==> src/rtl/instr_fetch.sv <==
// Instruction fetch stage: PC, word-addressed instruction memory, registered valid/ready output.
// Latency: 1 cycle from fetch issue to instr_valid; redirect costs one bubble.
// Backpressure: instr_ready low holds instr/instr_pc/instr_valid and the PC.
module instr_fetch #(
    parameter int          MEM_DEPTH = 64,
    parameter logic [31:0] RESET_PC  = 32'h0000_0000,
    localparam int         AW        = $clog2(MEM_DEPTH)
) (
    input  logic          clk,
    input  logic          reset,
    input  logic          run,
    input  logic          redirect_valid,
    input  logic [31:0]   redirect_pc,
    input  logic          prog_we,
    input  logic [AW-1:0] prog_addr,
    input  logic [31:0]   prog_data,
    output logic [31:0]   instr,
    output logic [31:0]   instr_pc,
    output logic          instr_valid,
    input  logic          instr_ready,
    output logic          fault,
    output logic [15:0]   fetch_count
);

    typedef struct packed {
        logic [31:0] dat;
        logic [31:0] pc;
    } fetch_t;

    logic [31:0] mem [MEM_DEPTH];

    logic [31:0] pc_q, pc_nxt;
    fetch_t      out_q, out_nxt;
    logic        out_vld_q, out_vld_nxt;
    logic        fault_q, fault_nxt;
    logic [15:0] cnt_q;
    logic        accept, slot_free;
    logic [31:0] rd_dat;

    assign accept    = out_vld_q & instr_ready;
    assign slot_free = ~out_vld_q | instr_ready;
    // Upper PC bits are dropped, so fetch addresses wrap around the array.
    assign rd_dat    = mem[pc_q[AW+1:2]];

    always_comb begin
        pc_nxt      = pc_q;
        out_nxt     = out_q;
        out_vld_nxt = out_vld_q;
        fault_nxt   = fault_q;
        if (fault_q) begin
            out_vld_nxt = 1'b0;
        end else if (redirect_valid) begin
            // Flush even if the held instruction is accepted this cycle.
            out_vld_nxt = 1'b0;
            if (redirect_pc[1:0] != 2'b00) begin
                fault_nxt = 1'b1;
            end else begin
                pc_nxt = redirect_pc;
            end
        end else if (run && slot_free) begin
            out_nxt.dat = rd_dat;
            out_nxt.pc  = pc_q;
            out_vld_nxt = 1'b1;
            pc_nxt      = pc_q + 32'd4;
        end else if (accept) begin
            out_vld_nxt = 1'b0;
        end
    end

    always_ff @(posedge clk or posedge reset) begin
        if (reset) begin
            pc_q      <= RESET_PC;
            out_q     <= '0;
            out_vld_q <= 1'b0;
            fault_q   <= 1'b0;
            cnt_q     <= '0;
        end else begin
            pc_q      <= pc_nxt;
            out_q     <= out_nxt;
            out_vld_q <= out_vld_nxt;
            fault_q   <= fault_nxt;
            if (accept && cnt_q != 16'hFFFF) begin
                cnt_q <= cnt_q + 16'd1;
            end
        end
    end

    // Array is not reset; nonblocking write gives read-before-write on a same-index fetch.
    always_ff @(posedge clk) begin
        if (prog_we) begin
            mem[prog_addr] <= prog_data;
        end
    end

    assign instr       = out_q.dat;
    assign instr_pc    = out_q.pc;
    assign instr_valid = out_vld_q;
    assign fault       = fault_q;
    assign fetch_count = cnt_q;

endmodule

==> config.mk <==
export PLATFORM = sky130hd
export DESIGN_NAME = instr_fetch
export DESIGN_NICKNAME = d
export VERILOG_FILES = /design/src/rtl/instr_fetch.sv
export SDC_FILE = /design/constraint.sdc
export NUM_CORES = 2
export LEC_CHECK = 0
export ABC_AREA = 1
export BUFFER_PORTS_ARGS = -buffer_cell sky130_fd_sc_hd__buf_2
export CAP_MARGIN = 20
export CORE_MARGIN = 2
export CORE_UTILIZATION = 50
export CTS_BUF_LIST = sky130_fd_sc_hd__clkbuf_8
export CTS_CLUSTER_SIZE = 24
export DETAILED_ROUTE_END_ITERATION = 10
export PLACE_DENSITY = 0.68
export RECOVER_POWER = 25
export REMOVE_ABC_BUFFERS = 1
export SLEW_MARGIN = 10
export SYNTH_ARGS = -nofsm -noshare
export SYNTH_HDL_FRONTEND = slang
export SYNTH_SLANG_ARGS = --single-unit
==> constraint.sdc <==
create_clock -name clk -period 9.3 [get_ports clk]
set_input_delay 1.395 -clock clk [delete_from_list [all_inputs] [get_ports clk]]
set_output_delay 1.395 -clock clk [all_outputs]
set_load 0.01 [all_outputs]
==> metrics.yaml <==
place:
  gp_congestion: 0.873
  detailed_place_hpwl_um: 136000
  dp_cells: 10600
  io_buffers: 157
  place_area_um2: 94300
critical_path:
  worstReg2RegEnd: "instr[23]$_DFFE_PP0P_"
  path_max_fanout: 82
  cp_slowest_stage_delay_ns: 0.85
  cp.arrival_ns: 5.58
  crit_type: "flop to flop"
  endpoint_kind: "flop"
  crit_family: "buffers and inverters"
  endpoint: "instr[23]$_DFFE_PP0P_"
  crit_required_ns: 10.30
  r2r_cells: 15
  cp-startpoint: "pc_q[2]$_DFFE_PP0P_"
  timing.critical_path.depth: 15
  crit_buf_inv: 4
  cpMostUsedCell: "nand2_1"
  reg2reg_slack_ns: 4.72
  crit_slowest_cell: "buf_4"
  crit_path_cell_trace: "buf_4 -> buf_4 -> buf_4 -> nor2_1 -> nor2_1 -> o21ai_0 -> nand2_1 -> nand2_1 -> nand2_1 -> inv_1 -> nand2_1 -> nand2_1 -> nand2_1 -> nand2_1 -> nand3_1"
  r2r-start: "pc_q[2]$_DFFE_PP0P_"
  startpoint_type: "flop"
detailed_routing:
  ant_nets: 0
  wl_per_cell_um: 22.5
  route.detailed.drc: 0
  vias: 62400
  dr.first_iter.drc_count: 7884
  wirelength_um: 253000
  vias_per_cell: 5.53
  firstDrtPassIters: 6
layout:
  finish.instance_area_um2: 101000
  fillCellCount: 14800
  final_common_cell: "nand2_1"
  postLayoutCoreUtil_pct: 55.7
  syn2layout_area_growth_pct: 10.9
  multiInputGateArea_um2: 21800
  instances_no_fill: 11300
  fin_nets: 8714
  layout-drive-gt1-share_pct: 8.95
  final_cell_mix: "nand2_1 (2247), edfxtp_1 (2048), nor2_1 (1179)"
  regArea_um2: 64400
floorplan:
  start_util_pct: 50.2
  chipWidth_um: 430
  ios: 158
  num_rows: 156
  core_area_um2: 181000
  die_h_um: 430
  die_area_um2: 185000
pwr:
  p_per_area_nw_per_um2: 255
  worst_ir_drop_vdd_mv: 0.222
  power_leakage_nw: 39.4
  p_total_mw: 25.6
grt:
  first_global_vias: 59600
  grt_max_degree: 179
  track_usage_pct: 27.1
  overflow: 0
  antenna_found_initial: 11
  grt_pass1_wl_um: 374000
timing:
  slew_viol_final: 2049
  hold_viol: 0
  finalClockSkew_ns: 0.0894
  max_freq_mhz: 218
  rsz0062_at_grt: "no"
  period_share_pct: 49.2
  slew-limit-headroom_pct: -168
  final.min_clock_period_ns: 4.58
  worstMarginPinSlew_ns: 4.02
  finalSetupViolCount: 0
clock_tree:
  cts.sinks: 2162
  cts_setup_buffers: 0
  root_buffer: "clkbuf_8"
  cts_tree: "built"
  insertion_delay_ns: 1.12
  cts_resized: 0
  clkTransAtPathRegs_ns: 0.06
  clk_path_buf_depth: 4
  cts_buffers: 358
  cts_hold_buf: 0
  cts_max_level: 5
run_status:
  failed_checks: "max-capacitance violations, max-slew violations"
  status: "finished, violations left"
hold_path:
  hp-class: "flop to flop"
synthesis:
  ys_ff_latch: 2162
  syn_inst: 8425
  seq_area_frac_synth_pct: 70.9
  yosys_warnings: 0
  netlist_area_um2: 90700
  synth_cell_types: 36
  synth_area_per_cell_um2: 10.8
run:
  max_cap_violations: 32
## worst min path at each step
stage / startpoint / end / slack, ns / depth (start not counted)
after floorplan: pc_q[0]$_DFFE_PP0P_ / pc_q[0]$_DFFE_PP0P_ / 0.44 / 2
after global placement: pc_q[1]$_DFFE_PP0P_ / pc_q[1]$_DFFE_PP0P_ / 0.45 / 2
after detailed placement: pc_q[0]$_DFFE_PP0P_ / pc_q[0]$_DFFE_PP0P_ / 0.45 / 2
after CTS: reset / fetch_count[9]$_DFFE_PP0P_ / 0.29 / 2
after global routing: pc_q[1]$_DFFE_PP0P_ / instr_pc[1]$_DFFE_PP0P_ / 0.48 / 2
final: pc_q[1]$_DFFE_PP0P_ / instr_pc[1]$_DFFE_PP0P_ / 0.46 / 2
## tightest hold or removal path, cell delays in order (launching register included)
cell and delay (ns):
dfrtp_1 0.35, nand2_1 0.06, nand2_1 0.05
## synthesized netlist by cell type
master     instances  area (um2)
xor2_1            10        87.6
o31ai_1            1        7.51
o22ai_1            5        31.3
nor2_2             3        18.8
clkinv_1           4        15.0
inv_1            744        2790
nor3b_1            1        7.51
edfxtp_1        2048       61500
o211ai_1          59         443
nor4_1            12        75.1
buf_1             65         244
buf_8              1        15.0
xnor2_1            9        78.8
nand2_1         2247        8430
inv_2              4        15.0
nand2_2            1        6.26
a21oi_1           73         365
ha_1               2        25.0
nor2_1          1238        4650
o21ai_0          571        2860
dfrtp_1          114        2850
buf_2            171         856
o2111ai_1          1        8.76
o21a_1             1        7.51
clkbuf_1         163         612
nor2_4             1        11.3
a31oi_1            3        18.8
nand3_1          711        3560
buf_6             26         293
a22oi_1            5        37.5
or2_2             26         163
nor3_1            12        60.1
buf_4             31         233
a32oi_1            1        8.76
nand4_1           17         106
o21ai_1           44         220
## registers in the layout (all words and copies together) (netlist names)
signal       cells
fault            1
fetch_count     16
instr           32
instr_pc        32
instr_valid      1
mem           2048
pc_q            32
## where the power goes
group | total, mW | switching [mW] | leakage, nW | internal [mW]
clock | 7.52 | 3.70 | 3.65 | 3.82
combinational | 7.00 | 5.18 | 15.9 | 1.82
sequential | 11.1 | 0.213 | 19.8 | 10.9
total | 25.6 | 9.09 | 39.4 | 16.5
## stage by stage
step	setup TNS (ns)	worst slack (ns)	hold WS, ns
final	0	4.72	0.463
after global routing	0	4.46	0.480
after CTS	0	4.87	0.291
after detailed placement	0	4.02	0.452
after global placement	0	4.04	0.451
after floorplan	-1739.49	-43.61	0.436
## layer usage
metal	global-route usage [%]	part of all wire, %	vias to the layer above
li1	-	-	28500
met5	0	0	-
met3	4.82	9.4	590
met2	42.5	46	3157
met1	35.9	39	30100
met4	15.0	5.7	0
## logic make-up after synthesis
| logic type | count (synthesis) | synth area share (%) |
|---|---|---|
| simple gates | 4269 | 18.8 |
| flops | 2162 | 70.9 |
| buf+inv | 1209 | 5.59 |
| compound gates | 764 | 4.42 |
| xor+xnor | 19 | 0.183 |
| fa+ha+maj | 2 | 0.0276 |
## final cells by class
class | count | share of cell area (%)
multi-input combinational | 5054 | 21.7
inverter | 752 | 2.83
sequential | 2162 | 64.0
clock buffer | 369 | 5.05
antenna | 8 | 0.0199
timing repair buffer | 308 | 2.35
tap | 2370 | 2.95
clock inverter | 244 | 1.14
Power figures use the tool's default switching activity.
